File: config.mk
export PLATFORM = sky130hd
export DESIGN_NAME = step_driver_multi
export DESIGN_NICKNAME = d
export VERILOG_FILES = /design/src/rtl/step_pkg.sv /design/src/rtl/step_phase_gen.sv /design/src/rtl/step_driver_multi.sv
export SDC_FILE = /design/constraint.sdc
export NUM_CORES = 1
export LEC_CHECK = 0
export BUFFER_PORTS_ARGS = -buffer_cell sky130_fd_sc_hd__clkbuf_2
export CORE_UTILIZATION = 45
export CTS_CLUSTER_SIZE = 14
export DETAILED_ROUTE_END_ITERATION = 16
export PLACE_DENSITY = 0.72
export SYNTH_ARGS = -nofsm -noshare
export SYNTH_HDL_FRONTEND = slang
export SYNTH_SLANG_ARGS = --single-unit
File: constraint.sdc
create_clock -name clk -period 4.6 [get_ports clk]
set_input_delay 0.23 -clock clk [delete_from_list [all_inputs] [get_ports clk]]
set_output_delay 0.23 -clock clk [all_outputs]
set_load 0.05 [all_outputs]
File: src/rtl/step_pkg.sv
// Shared definitions for the head stepper drivers: FSM state encoding and
// direction constants.
package step_pkg;

  typedef enum logic [2:0] {
    ST_IDLE   = 3'd0,
    ST_DEB    = 3'd1,
    ST_CHECK  = 3'd2,
    ST_WAIT   = 3'd3,
    ST_STEP   = 3'd4,
    ST_SETTLE = 3'd5
  } step_state_t;

  localparam logic DIR_IN  = 1'b0;  // inward, position increases
  localparam logic DIR_OUT = 1'b1;  // outward, position decreases

endpackage

File: src/rtl/step_phase_gen.sv
// Combinational phase-index to coil-pattern map for an N-phase unipolar motor.
// Even indices energise one coil; odd indices energise two adjacent coils.
module step_phase_gen #(
  parameter int unsigned NUM_COILS = 4,
  parameter int unsigned PH_W      = $clog2(2 * NUM_COILS)
) (
  input  logic [PH_W-1:0]      ph,
  output logic [NUM_COILS-1:0] coils
);

  logic [NUM_COILS-1:0] one_hot;
  logic [NUM_COILS-1:0] next_hot;

  always_comb begin
    one_hot  = NUM_COILS'(1) << ph[PH_W-1:1];
    next_hot = {one_hot[NUM_COILS-2:0], one_hot[NUM_COILS-1]};
    coils    = ph[0] ? (one_hot | next_hot) : one_hot;
  end

endmodule

File: src/rtl/step_driver_multi.sv
// Floppy head stepper driver: debounced active-low STEP strobe, full/half step,
// position tracking with limit guards, settle interval and one pending step.
module step_driver_multi
  import step_pkg::*;
#(
  parameter int unsigned NUM_COILS     = 4,
  parameter int unsigned DEB_CYCLES    = 500,
  parameter int unsigned CNT_W         = 16,
  parameter int unsigned SETTLE_CYCLES = 2000,
  parameter int unsigned MAX_HALF      = 158,
  parameter int unsigned POS_W         = 8,
  parameter int unsigned IDLE_OFF      = 0
) (
  input  logic                 clk,
  input  logic                 rst,
  input  logic                 step,
  input  logic                 dir,
  input  logic                 en,
  input  logic                 half_mode,
  output logic [NUM_COILS-1:0] coils,
  output logic [POS_W-1:0]     pos,
  output logic                 tr0,
  output logic                 busy,
  output logic                 step_done,
  output logic                 blocked,
  output logic                 overrun
);

  localparam int unsigned NUM_PH = 2 * NUM_COILS;
  localparam int unsigned PH_W   = $clog2(NUM_PH);
  localparam int unsigned PH_W1  = PH_W + 1;
  localparam int unsigned POS_W1 = POS_W + 1;

  logic step_s1, step_r, step_r_d;
  logic dir_s1, dir_r;
  logic step_fall;

  step_state_t      state_q, state_d;
  logic [CNT_W-1:0] cnt_q, cnt_d;
  logic             pending_q, pending_d;
  logic             mode_q, mode_d;
  logic             dir_q, dir_d;
  logic [PH_W-1:0]  ph_q, ph_d;
  logic [POS_W-1:0] pos_q, pos_d;
  logic             done_d, blk_d, ovr_d;

  logic [PH_W-1:0]  delta;
  logic [PH_W:0]    ph_sum;
  logic [PH_W-1:0]  ph_fwd, ph_bwd;
  logic [POS_W:0]   pos_up;
  logic             refuse;
  logic [NUM_COILS-1:0] pattern;

  always_ff @(posedge clk or posedge rst) begin
    if (rst) begin
      step_s1  <= 1'b1;
      step_r   <= 1'b1;
      step_r_d <= 1'b1;
      dir_s1   <= 1'b1;
      dir_r    <= 1'b1;
    end else begin
      step_s1  <= step;
      step_r   <= step_s1;
      step_r_d <= step_r;
      dir_s1   <= dir;
      dir_r    <= dir_s1;
    end
  end

  assign step_fall = step_r_d & ~step_r;

  // A full step from an odd phase moves by one to land on a single-coil phase.
  always_comb begin
    delta  = (mode_q || ph_q[0]) ? PH_W'(1) : PH_W'(2);
    ph_sum = {1'b0, ph_q} + {1'b0, delta};
    ph_fwd = (ph_sum >= PH_W1'(NUM_PH)) ? PH_W'(ph_sum - PH_W1'(NUM_PH)) : PH_W'(ph_sum);
    ph_bwd = (ph_q < delta) ? PH_W'({1'b0, ph_q} + PH_W1'(NUM_PH) - {1'b0, delta})
                            : (ph_q - delta);
    pos_up = {1'b0, pos_q} + POS_W1'(delta);
    refuse = (dir_q == DIR_OUT) ? (pos_q == '0) : (pos_up > POS_W1'(MAX_HALF));
  end

  always_comb begin
    state_d   = state_q;
    cnt_d     = cnt_q;
    pending_d = pending_q;
    mode_d    = mode_q;
    dir_d     = dir_q;
    ph_d      = ph_q;
    pos_d     = pos_q;
    done_d    = 1'b0;
    blk_d     = 1'b0;
    ovr_d     = 1'b0;
    case (state_q)
      ST_IDLE: begin
        if ((en && !step_r) || pending_q) begin
          state_d   = ST_DEB;
          cnt_d     = CNT_W'(DEB_CYCLES - 1);
          mode_d    = half_mode;
          pending_d = 1'b0;
        end
      end
      ST_DEB: begin
        if (!en)              state_d = ST_IDLE;
        else if (cnt_q == '0) state_d = ST_CHECK;
        else                  cnt_d   = cnt_q - 1'b1;
      end
      ST_CHECK: begin
        state_d = step_r ? ST_IDLE : ST_WAIT;
      end
      ST_WAIT: begin
        if (!en) state_d = ST_IDLE;
        else if (step_r) begin
          state_d = ST_STEP;
          dir_d   = dir_r;
        end
      end
      ST_STEP: begin
        if (refuse) begin
          blk_d = 1'b1;
        end else begin
          done_d = 1'b1;
          if (dir_q == DIR_OUT) begin
            ph_d  = ph_bwd;
            pos_d = pos_q - POS_W'(delta);
          end else begin
            ph_d  = ph_fwd;
            pos_d = POS_W'(pos_up);
          end
        end
        cnt_d   = CNT_W'(SETTLE_CYCLES - 1);
        state_d = ST_SETTLE;
      end
      ST_SETTLE: begin
        if (cnt_q == '0) state_d = ST_IDLE;
        else             cnt_d   = cnt_q - 1'b1;
        // Settle always runs to completion; dropping en only discards the queued step.
        if (!en) pending_d = 1'b0;
        else if (step_fall) begin
          if (pending_q) ovr_d     = 1'b1;
          else           pending_d = 1'b1;
        end
      end
      default: begin
        state_d = ST_IDLE;
        cnt_d   = '0;
      end
    endcase
  end

  always_ff @(posedge clk or posedge rst) begin
    if (rst) begin
      state_q   <= ST_IDLE;
      cnt_q     <= '0;
      pending_q <= 1'b0;
      mode_q    <= 1'b0;
      dir_q     <= DIR_IN;
      ph_q      <= '0;
      pos_q     <= '0;
      step_done <= 1'b0;
      blocked   <= 1'b0;
      overrun   <= 1'b0;
    end else begin
      state_q   <= state_d;
      cnt_q     <= cnt_d;
      pending_q <= pending_d;
      mode_q    <= mode_d;
      dir_q     <= dir_d;
      ph_q      <= ph_d;
      pos_q     <= pos_d;
      step_done <= done_d;
      blocked   <= blk_d;
      overrun   <= ovr_d;
    end
  end

  step_phase_gen #(
    .NUM_COILS(NUM_COILS),
    .PH_W     (PH_W)
  ) u_phase (
    .ph   (ph_q),
    .coils(pattern)
  );

  assign coils = ((IDLE_OFF != 0) && !en) ? '0 : pattern;
  assign pos   = pos_q;
  assign tr0   = (pos_q == '0);
  assign busy  = (state_q != ST_IDLE);

endmodule

; After elaboration in Yosys (flattened, before gate mapping)
; Index checks and enable logic that the tools add are counted.
[word_totals]
regBits = 41
out_inout_bits = 17
elab_cells = 90
in_bits = 6
[classes]
muxes = 31
n_addsub = 8
n_bitwise = 5
eq_ne = 11
shift = 1
n_reduce_logical = 16
magnitude_cmp = 3
[op_table]
columns = op, count
row1 = $pmux 16 s5, 1
row2 = $mux 16, 3
row3 = $mux 3, 9
row4 = $pmux 3 s6, 1
row5 = $logic_not 16->1, 1
row6 = $sub 16x1->16 const B, 1
row7 = $mux 1, 12
row8 = $add 8x2->9, 1
row9 = $gt 9x8->1 const B, 1
row10 = $ne 3x3->1 const B, 3
row11 = $reduce_and 3->1, 3
row12 = $logic_not 8->1, 1
row13 = $mux 8, 1
row14 = $sub 8x2->8, 1
row15 = $eq 3x2->1 const B, 2
row16 = $eq 3x3->1 const B, 2
row17 = $ne 2x2->1 const B, 3
row18 = $sub 3x2->3, 2
row19 = $add 3x2->4, 1
row20 = $ge 4x4->1 const B, 1
row21 = $mux 2, 2
row22 = $mux 4, 1
row23 = $or 4x4->4, 1
row24 = $reduce_and 2->1, 2
row25 = other kinds (16), 19

; Logic depth before layout (Yosys ltp)
; Gate-level depths: netlist of run 1.
[depth]
word_depth = 7
ltp_mapped = 10
depth_no_buf = 9

; Modules after synthesis
; A second synthesis of run 1 with hierarchy kept.
[hier_totals]
cells_unflattened = 296
hier_area_um2 = 2723.9
[by_module_without_submodules]
columns = mod, seq_area_each_um2, area_each_um2, cells_per_inst, instances
row1 = step_driver_multi, 1032.2, 2620.0, 285, 1
row2 = step_phase_gen, 0.0, 103.8, 11, 1

; Worst setup path before layout of run 1
; No wires, ideal clock.
[synth_timing]
kind = reg-to-reg
start = register ph_q[0]
end = register pos_q[5] (netlist: pos[5])
stages_incl_launch_ff = 10
period_less_slack_ps = 2576
required_ps = 4452
setup_ps = 148
arrival_ps = 2428
setup_slack_ps = 2024
n_path_buf = 0
cell_sequence = dfrtp_1 -> or2_2 -> ha_1 -> fa_1 -> xnor2_1 -> nor3_1 -> a21oi_1 -> o211ai_2 -> a211oi_1 -> xor2_1
[synth_via]
elab_chain_len = 7
word_cells_on_any_way = 9
classes_between = add/sub (2) / order compare (1) / mux (3) / bitwise (1) / reduce/logical (2)
[synth_rtl]
columns = item, line_no
row1 = from (decl), step_driver_multi.sv:43  ; logic [PH_W-1:0] ph_q, ph_d;
row2 = from (signal assigned), step_driver_multi.sv:169  ; ph_q <= ph_d;
row3 = $logic_or 1x1->1 *, step_driver_multi.sv:74  ; delta = (mode_q || ph_q[0]) ? PH_W'(1) : PH_W'(2);
row4 = $mux 2 *, step_driver_multi.sv:74
row5 = $add 8x2->9, step_driver_multi.sv:79  ; pos_up = {1'b0, pos_q} + POS_W1'(delta);
row6 = $gt 9x8->1, step_driver_multi.sv:80  ; refuse = (dir_q == DIR_OUT) ? (pos_q == '0) : (pos_up > POS_W1'(MAX_HALF));
row7 = $mux 1, step_driver_multi.sv:80
row8 = $not 1->1 (no source line), --
row9 = $reduce_and 2->1 (no source line), --
row10 = to (signal assigned), step_driver_multi.sv:170  ; pos_q <= pos_d;
row11 = to (decl), step_driver_multi.sv:44  ; logic [POS_W-1:0] pos_q, pos_d;
; Mark *: on every way between the ends. The rest lies on a longest branch, timed or not.
; A chain may end at the register's enable or synchronous reset.

; Worst setup path in the final report of run 1
[layout_timing]
start = register ph_q[0]
end = register ph_q[2]
[layout_via]
elab_chain_len = 7
word_cells_on_any_way = 17
classes_between = add/sub (6) / order compare (3) / mux (5) / bitwise (1) / reduce/logical (2)
[layout_rtl]
columns = item, line_no
row1 = $logic_or 1x1->1, step_driver_multi.sv:74
row2 = $mux 2, step_driver_multi.sv:74
row3 = $add 8x2->9, step_driver_multi.sv:79
row4 = $gt 9x8->1, step_driver_multi.sv:80
row5 = $mux 1, step_driver_multi.sv:80
row6 = $not 1->1 (no source line), --
row7 = $reduce_and 2->1 (no source line), --
; Several ways; a longest one is shown, not always the timed one.

==> run metrics, run 1 <==
status finished, final reports clean; Final period util 0.623; most used flip-flop cell after synthesis dfrtp_1; GRT overflow 0; Final Slew Violations 0; Routed Antenna Nets 0; Clk Latency, worst-skew pair 0.30 ns; Detail Placement HPWL approximately 3800 microns; Pwr Density 731 nW/um^2; row count 27; Post-Route WL between 5000 and 6000 microns; Starting DRT DRC Count 103; reg-to-reg startpoint ph_q[0]; EDFF count, synth 0; data required time at the worst endpoint ~4.8 ns; vias in the first global route 1970; Relative slew margins 0.436; worst setup margin 1.73 ns; main combinational cell family by area after synthesis compound AO/OA/AOI/OAI gates; antenna cells 0; Area Growth Syn to Fin 9.82%; H-tree lvl count 2; post-synth net total 295; DP Worst Slack between 1.5 and 2 ns; Synth top area share 0.354; die height 77.2 microns; layout cells sized above 1 0.166; post-synthesis adder-cell area fraction 0.0747; worst slew pin tran ~0.84 ns; slowest cell on the critical path dfrtp_1; CTS tree yes; critical path capture point type flop; average size of a mapped cell 9.26 sq um; Lkg Pwr between 1 and 1.5 nW; CP Launch Type flop; top post-synthesis cells by area dfrtp_1, ha_1, o21ai_0; routed via count approximately 2100; initial antenna violation count 0; CP max FO 8; FF-to-FF setup slack 1.73 ns; Avg WL per Cell 14.1 microns; global-route wire length before repair 9000 microns; Syn Inst Count 275; Clock transition at path regs 0.08 ns; area leader, netlist dfrtp_1; minimum clock period roughly 2.9 ns; ys async rst share 1.00; RR Endpoint ph_q[2]; Total Routing Usage GR 0.189; Hold/Removal Path Class primary input to async pin; CTS root buf clkbuf_8; starting density of the core 0.465; Synth Register Bits between 40 and 50; post-synthesis xor/xnor area fraction 0.0378; sequential area share after synthesis 0.405; Post-Synthesis Cell Area 2550 sq um; gp weighted congestion 0.836; Reg2Reg Depth 9; vias per cell 5.65; CTS Sinks 41; final hold violations 0; most used cell, CP xnor2_1; total CTS buffers 5; Die ar. 5970 sq um; nets roughly 320; Max Cap Viol 0; post-synthesis mux area share 0.0329; YS warnings 0; post-CTS resize count 0; final setup vio count 0; final instance area 2800 sq um; overall die width 77.2 microns; core area 5470 sq um; # IOs 23; largest net degree at the start of global routing 42; Peak VDD IR 0.472 mV; fmax around 350 MHz; Fin Clk Skew 0.00148 ns; placed cell area 2690 sq um; post-synthesis simple-gate area fraction 0.170; post-synthesis compound-gate area fraction 0.232; maximum root-to-sink buffer count 2; crit path cell chain or2_2, ha_1, fa_1, xnor2_1, nor3_1, a21oi_1, o211ai_2, a211oi_1, xnor2_1; Fin Setup TNS 0 ns; Residual DRC 0; max incr delay on CP about 0.45 ns; TritonRoute pass-1 iters 4; CP arrival 3.04 ns; Yosys cell types 57; RSZ-0062 raised after global routing no; IO buf count 22; Crit Path Class flop to flop
[critical path: cells and delay by family (launching register included)]
family | cells | cell delay (ns)
xor gates and xnor gates | 2 | 0.30
adders and majority gates | 2 | 0.64
AOI/OAI and AO/OA | 3 | 0.76
DFF | 1 | 0.45
and+or+nand+nor | 2 | 0.59
[layer usage]
metal  part of all wire  GRT usage  vias to the layer above
li1                   -          -                     1033
met2               0.46      0.284                       42
met5                  0          0                        -
met4              0.014     0.0698                        0
met3              0.035     0.0464                        8
met1               0.49      0.262                      997
[flip-flops by register name, indices dropped and copies added (netlist names)]
name / cells
overrun: 1
ph_q: 3
dir_q: 1
step_done: 1
blocked: 1
step_s1: 1
state_q: 3
step_r_d: 1
dir_s1: 1
step_r: 1
mode_q: 1
pos: 8
pending_q: 1
dir_r: 1
cnt_q: 16
[power breakdown]
| part | switching, mW | total (mW) | leakage, nW | internal (mW) |
|---|---|---|---|---|
| combinational | 0.770 | 1.16 | 0.694 | 0.390 |
| sequential | 0.182 | 0.652 | 0.522 | 0.470 |
| clock | 0.129 | 0.234 | 0.0439 | 0.105 |
[cells by family after synthesis]
| group | after synthesis |
|---|---|
| and+or+nand+nor | 84 |
| AOI/OAI and AO/OA | 90 |
| muxes | 8 |
| DFF | 41 |
| adders and majority gates | 14 |
| xor gates and xnor gates | 11 |
| buffers and inverters | 27 |
[cells in the mapped netlist, types with 2 or more instances]
master,n
dfrtp_1,36
o21ai_0,28
nand2_1,23
nor2_1,23
a21oi_1,15
inv_1,15
ha_1,12
nor3_1,11
a211oi_1,8
xor2_1,8
a21o_1,7
a31oi_1,6
clkbuf_1,6
dfstp_2,5
mux2i_1,5
nand4_1,5
nor2b_1,5
buf_2,3
mux2_2,3
o21a_1,3
o31ai_1,3
xnor2_1,3
and3_1,2
fa_1,2
nand2b_1,2
nand3_1,2
o211ai_1,2
o31a_1,2
o41ai_1,2
[area by class of cell]
class / instances / area, sq um
well taps: 72 / 90.1
clock inverters: 3 / 17.5
flip-flops and latches: 41 / 1030
repair buffers: 25 / 138
multi-input cells: 207 / 1400
inverters: 15 / 56.3
fillers: 531 / 2680
clock buffers: 5 / 68.8
[repair_timing]
item / CTS / global route
setup buffers: 0 / 0
endpoints found under the hold margin: 0 / 2
hold buffers: 0 / 2
[cell usage in the layout, fill, tap and decap left out, types with 6 or more instances in the layout]
cell      Yosys  final
a211oi_1      8      8
a21o_1        7      7
a21oi_1      15     15
a31oi_1       6      6
clkbuf_2      0     22
dfrtp_1      36     36
ha_1         12     12
inv_1        15     15
nand2_1      23     23
nor2_1       23     23
nor3_1       11     11
o21ai_0      28     28
xor2_1        8      8
[how the worst max path moves through the flow]
stage / slack (ns) / cells after the start / from / endpoint
finish: 1.73 / 9 / ph_q[0] / ph_q[2]
global route: 1.45 / 9 / ph_q[0] / ph_q[2]
CTS: 1.74 / 9 / ph_q[0] / ph_q[2]
detailed placement: 1.75 / 9 / ph_q[0] / ph_q[2]
global placement: 1.84 / 9 / ph_q[0] / pos[7]
floorplan: 2.02 / 9 / ph_q[0] / pos[5]
[stage by stage]
step	cells	util	hold slack [ns]	power [mW]
finish	368	0.511	0.0225	2.05
global route	368	0.511	0.0757	2.22
CTS	366	0.508	0.00250	2.05
detailed placement	358	0.492	0.320	1.82
global placement	358	0.492	0.318	1.79
floorplan	275	-	0.234	1.57
No activity file was read; power rests on OpenSTA's default activity.
==> run 2: changes to the inputs <==
- PLACE_DENSITY: 0.72 -> 0.75
- clock period: 4.6 -> 2.3 ns (I/O delays scaled with it)
==> run metrics, run 2 (synthesized netlist as in run 1, its figures left out) <==
initial antenna violation count 0 (unchanged); Finished Core Util 0.570 (+0.0588); Final period util 1.07 (+0.449); Peak VDD IR 1.08 mV (+130%); IO buf count 22 (unchanged); commonest cells after routing, fill and taps aside dfrtp_1, o21ai_0, nor2_1, buf_4; Pwr Density 1530 nW/um^2 (+110%); routed via count 2174 (+4.5%); Lkg Pwr 1.41 nW (+12%); GR Layer Usage met2 0.334 (+0.0496); # IOs 23 (unchanged); Clock transition at path regs 0.08 ns (about the same); GRT Max-Usage Layer met2; Reg2Reg Depth 10 (+1); CTS root buf clkbuf_8; Detail Placement HPWL 4080 microns (+7.7%); CP arrival 2.67 ns (-0.37 ns); minimum clock period 2.47 ns (-0.400 ns); vias per cell 5.55 (-1.9%); worst setup margin -0.166 ns (-1.90 ns); maximum root-to-sink buffer count 2 (unchanged); Total Routing Usage GR 0.205 (+0.0158); vias in the first global route 2102 (+6.7%); total power 4.79 mW (+130%); largest net degree at the start of global routing 42 (unchanged); fmax 406 MHz (+16%); GRT met1 Usage 0.278 (+0.0154); Relative slew margins 0.619 (+0.183); core area 5470 sq um (unchanged); antenna cells 0 (unchanged); Avg WL per Cell 14.6 microns (+3.9%); largest register by flop count cnt_q; Starting DRT DRC Count 128 (+24%); placed cell area 2920 sq um (+8.3%); nets 339 (+7.6%); starting density of the core 0.465 (unchanged); TritonRoute pass-1 iters 4 (unchanged); die height 77.2 microns (unchanged); M3 GR Usage 0.0321 (-0.0143); status finished, violations left; gp weighted congestion 0.840 (+0.54%); failing checks negative setup slack; Hold Path End mode_q; leading cell type in the layout, fill and taps excluded dfrtp_1; final hold violations 0 (unchanged); final instance area 3120 sq um (+11%); CP Launch Type flop; overall die width 77.2 microns (unchanged); final setup vio count 12 (+12); FF-to-FF setup slack -0.17 ns (-1.90 ns); Fin Setup TNS -1.35 ns (-1.35 ns); Area Growth Syn to Fin 22.4%; Max Cap Viol 0 (unchanged); reg-to-reg startpoint ph_q[0]; worst slew pin tran 0.565 ns (-0.274 ns); data required time at the worst endpoint 2.50 ns (-2.28 ns); Final Slew Violations 0 (unchanged); Die ar. 5970 sq um (unchanged); number of flip-flops in the largest register 16 (unchanged); Fin Clk Skew 0.00588 ns (+0.00440 ns); RR Endpoint pos[0]; Crit Path Class flop to flop; Clk Latency, worst-skew pair 0.29 ns (about the same); row count 27 (unchanged); global-route wire length before repair 9750 microns (+8.4%); H-tree lvl count 2 (unchanged); RSZ-0062 raised after global routing yes; Post-Route WL 5720 microns (+11%); Residual DRC 0 (unchanged); layout cells sized above 1 0.275 (+0.109); Routed Antenna Nets 0 (unchanged); worst hold path depth 2; worst hold start half_mode; CP max FO 6 (-2); CTS Sinks 41 (unchanged); critical path capture point type flop; CTS tree yes; total CTS buffers 5 (unchanged); GRT overflow 0 (unchanged); Hold/Removal Path Class primary input to flop
[run 2: cell types whose count changed in the layout (fill, tap and decap cells not counted), moves of 2 or more]
cell,delta
a211oi_1,-6
buf_4,+22
a211oi_2,+5
clkinv_2,-2
[run 2: what timing repair did]
item,4_1_cts,5_1_grt
pin swaps,8,7
setup endpoints to repair,13,13
hold buffers,3,0
buffers inserted,3,1
gates resized for setup,7,3
endpoints found under the hold margin,38,0
[run 2: per-stage QoR]
| step | hold WS, ns | setup WS (ns) | cells |
|---|---|---|---|
| floorplan | 0.119 | -0.155 | 275 |
| global placement | 0.203 | -0.0904 | 378 |
| detailed placement | 0.205 | -0.242 | 378 |
| CTS | 0.0553 | -0.221 | 391 |
| global route | 0.0655 | -0.284 | 392 |
| finish | 0.0626 | -0.166 | 392 |
[run 2: final cells by class]
class	count	area, sq um
clock inverters	2	37.5
inverters	15	56.3
fillers	479	2350
well taps	72	90.1
flip-flops and latches	41	1030
clock buffers	6	82.6
multi-input cells	207	1500
repair buffers	49	324
[run 2: metal layers]
metal	wire, microns	vias to the layer above
met2	2780	51
met4	53	0
met5	0	-
met3	183	6
met1	2710	1037
li1	-	1080
[run 2: power by group]
group / switching, mW / internal [mW] / total, mW
Combinational: 1.82 / 1.11 / 2.93
Clock: 0.256 / 0.353 / 0.609
Sequential: 0.309 / 0.940 / 1.25
Total: 2.38 / 2.41 / 4.79
[run 2: how the worst max path moves through the flow]
| stage | cells past startpoint | from | slack (ns) | to |
|---|---|---|---|---|
| 5_1_grt | 10 | ph_q[0] | -0.28 | pos[0] |
| 2_1_floorplan | 9 | ph_q[0] | -0.15 | pos[7] |
| 3_5_place_dp | 10 | mode_q | -0.24 | pos[0] |
| 4_1_cts | 10 | ph_q[0] | -0.22 | pos[0] |
| 3_3_place_gp | 10 | mode_q | -0.09 | pos[7] |
| 6_report | 10 | ph_q[0] | -0.17 | pos[0] |
[run 2: critical path: stages (launching register included)]
cell and delay (ns):
dfrtp_1 0.38, or2_4 0.27, ha_4 0.17, fa_2 0.37, xnor2_2 0.20, nor3_4 0.08
a21oi_2 0.17, o211ai_4 0.11, buf_6 0.15, a21oi_4 0.23, mux2i_1 0.25
==> run 3: changes to the inputs <==
- PLACE_DENSITY: 0.75 -> 0.74
- SYNTH_HIERARCHICAL: not set -> 1
==> run metrics, run 3 <==
antenna cells 0 (unchanged); Post-Synthesis Cell Area 2720 sq um (+6.9%); max incr delay on CP 0.54 ns (+0.16 ns); ys async rst share 1.00 (unchanged); largest register by flop count cnt_q; top post-synthesis cells by area dfrtp_1, ha_1, dfstp_2; Routed Antenna Nets 0 (unchanged); final setup vio count 13 (+1); post-synthesis xor/xnor area fraction 0.0322 (-0.00566); Max Cap Viol 0 (unchanged); Post-Route WL 6090 microns (+6.3%); EDFF count, synth 0 (unchanged); largest net degree at the start of global routing 42 (unchanged); CTS Sinks 41 (unchanged); top-count cell post-synth dfrtp_1; CP Launch Type flop; CP Buf/Inv Count 0 (-1); leading cell type in the layout, fill and taps excluded dfrtp_1; data required time at the worst endpoint 2.47 ns (-0.03 ns); Die ar. 6370 sq um (+6.7%); YS warnings 6 (+6); die height 79.8 microns (+3.3%); TritonRoute pass-1 iters 4 (unchanged); RSZ-0062 raised after global routing yes; CTS root buf clkbuf_8; post-synthesis mux area share 0.0395 (+0.00660); most used flip-flop cell after synthesis dfrtp_1; worst setup margin -0.195 ns (-0.0299 ns); total CTS buffers 5 (unchanged); Fillers 503 (+5.0%); post-synth net total 316 (+7.1%); Avg WL per Cell 14.8 microns (+1.2%); CP Capture Point pos[4]; commonest cells after routing, fill and taps aside dfrtp_1, nor2_1, buf_4, clkbuf_2; critical path capture point type flop; crit path cell chain or2_4, ha_4, fa_2, nand2_2, nor3_4, a21oi_2, o211ai_4, a21oi_1, xor2_1; Pwr Density 1430 nW/um^2 (-6.7%); RR Endpoint pos[4]; starting density of the core 0.480 (+0.0145); slowest cell on the critical path fa_2; failing checks negative setup slack; Hold/Removal Path Class primary input to flop; status finished, violations left; Residual DRC 0 (unchanged); CP delay by family, top adder cells; maximum root-to-sink buffer count 2 (unchanged); Clk Latency, worst-skew pair 0.29 ns (about the same); vias in the first global route 2253 (+7.2%); CP arrival 2.67 ns (about the same); GRT overflow 0 (unchanged); total power 4.65 mW (-2.8%); overall die width 79.8 microns (+3.3%); Area Growth Syn to Fin 19.3%; Peak VDD IR 0.780 mV (-28%); Starting DRT DRC Count 119 (-7.0%); commonest cells in the netlist dfrtp_1, nor2_1, nand2_1; fmax 401 MHz (-1.2%); Synth top area share 0.331 (-0.0229); layout cells sized above 1 0.285 (+0.0103); CP max FO 6 (unchanged); Fin Clk Skew 0.00363 ns (-0.00225 ns); global-route wire length before repair 10400 microns (+7.0%); Clock transition at path regs 0.08 ns (about the same); Final Slew Violations 0 (unchanged); routed via count 2341 (+7.7%); minimum clock period 2.50 ns (+0.0299 ns); sequential area share after synthesis 0.379 (-0.0262); main combinational cell family by area after synthesis compound AO/OA/AOI/OAI gates; Detail Placement HPWL 4530 microns (+11%); post-synthesis simple-gate area fraction 0.191 (+0.0202); Yosys cell types 66 (+16%); post-synthesis compound-gate area fraction 0.236 (+0.00382); Crit Path Class flop to flop; Relative slew margins 0.661 (+0.0418); Crit. Startpoint ph_q[0]; average size of a mapped cell 9.20 sq um (-0.66%); worst slew pin tran 0.508 ns (-0.0567 ns); FF-to-FF setup slack -0.20 ns (-0.03 ns); Reg2Reg Depth 9 (-1); CTS tree yes; post-synthesis adder-cell area fraction 0.0698 (-0.00484); Total Routing Usage GR 0.212 (+0.00695); Lkg Pwr 1.45 nW (+2.9%); row count 27 (unchanged); number of flip-flops in the largest register 16 (unchanged); Synth Register Bits 41 (unchanged); gp weighted congestion 0.886 (+5.5%); IO buf count 22 (unchanged); initial antenna violation count 0 (unchanged); Fin Setup TNS -2.08 ns (-0.730 ns); # IOs 23 (unchanged); area leader, netlist dfrtp_1; Syn Inst Count 296 (+7.6%); final hold violations 0 (unchanged); core area 5680 sq um (+3.7%); H-tree lvl count 2 (unchanged); nets 359 (+5.9%); Levels on crit path 9 (-1); vias per cell 5.68 (+2.5%); Final period util 1.08 (+0.0130); reg-to-reg startpoint ph_q[0]
run 3: changes by cell type in the layout (fill, tap and decap cells not counted), moves of 5 or more:
cell     previous run  this run
o21ai_0            28         9
o21ai_1             0        17
nor2_1             23        31
a21o_1              7         2
nand2_1            22        17
run 3: what timing repair did:
| item | 4_1_cts | 5_1_grt |
|---|---|---|
| endpoints found under the setup margin | 13 | 13 |
| setup buffers | 2 | 2 |
| hold buffers | 3 | 0 |
| endpoints found under the hold margin | 38 | 0 |
| gates resized for setup | 3 | 7 |
| pin swaps | 2 | 3 |
run 3: per-stage QoR:
stage | hold slack (ns) | instance area, sq um | worst slack (ns) | utilization | std cells
2_1_floorplan | 0.119 | 2760 | -0.117 | - | 296
3_3_place_gp | 0.205 | 3050 | -0.147 | 0.537 | 397
3_5_place_dp | 0.204 | 3050 | -0.221 | 0.537 | 397
4_1_cts | 0.0746 | 3190 | -0.189 | 0.562 | 410
5_1_grt | 0.0804 | 3250 | -0.288 | 0.573 | 412
6_report | 0.0779 | 3250 | -0.195 | 0.573 | 412
run 3: final cells by class:
class / instances / area [sq um] / area share
sequential: 41 / 1030 / 0.318
multi-input combinational: 222 / 1640 / 0.504
clock buffer: 6 / 72.6 / 0.0223
clock inverter: 2 / 10.0 / 0.00308
inverter: 17 / 63.8 / 0.0196
timing repair buffer: 52 / 343 / 0.105
tap: 72 / 90.1 / 0.0277
run 3: logic make-up (layout without fill, tap and decap cells):
logic type               Yosys count  in the layout
AND/OR/NAND/NOR                   97             97
adder cells (fa/ha/maj)           14             14
multiplexers                      10             10
XOR/XNOR                          10             10
flip-flops                        41             41
buffers and inverters             33             77
AO/OA/AOI/OAI                     91             91
run 3: how the worst min path moves through the flow:
stage / from / endpoint / cells past startpoint
final: half_mode / mode_q / 2
after floorplan: dir / dir_s1 / 0
after global placement: dir / dir_s1 / 1
after global routing: half_mode / mode_q / 2
after CTS: half_mode / mode_q / 2
after detailed placement: dir / dir_s1 / 1
run 3: metal layers:
metal | track usage | part of all wire | up-vias
met5 | 0 | 0 | -
met4 | 0.0607 | 0.011 | 0
met3 | 0.0491 | 0.041 | 6
met2 | 0.332 | 0.48 | 43
met1 | 0.291 | 0.47 | 1144
li1 | - | - | 1148
run 3: power by group:
part | switching [mW] | internal [mW] | total [mW]
logic | 1.78 | 1.15 | 2.93
registers | 0.331 | 0.945 | 1.28
clock network | 0.242 | 0.210 | 0.452
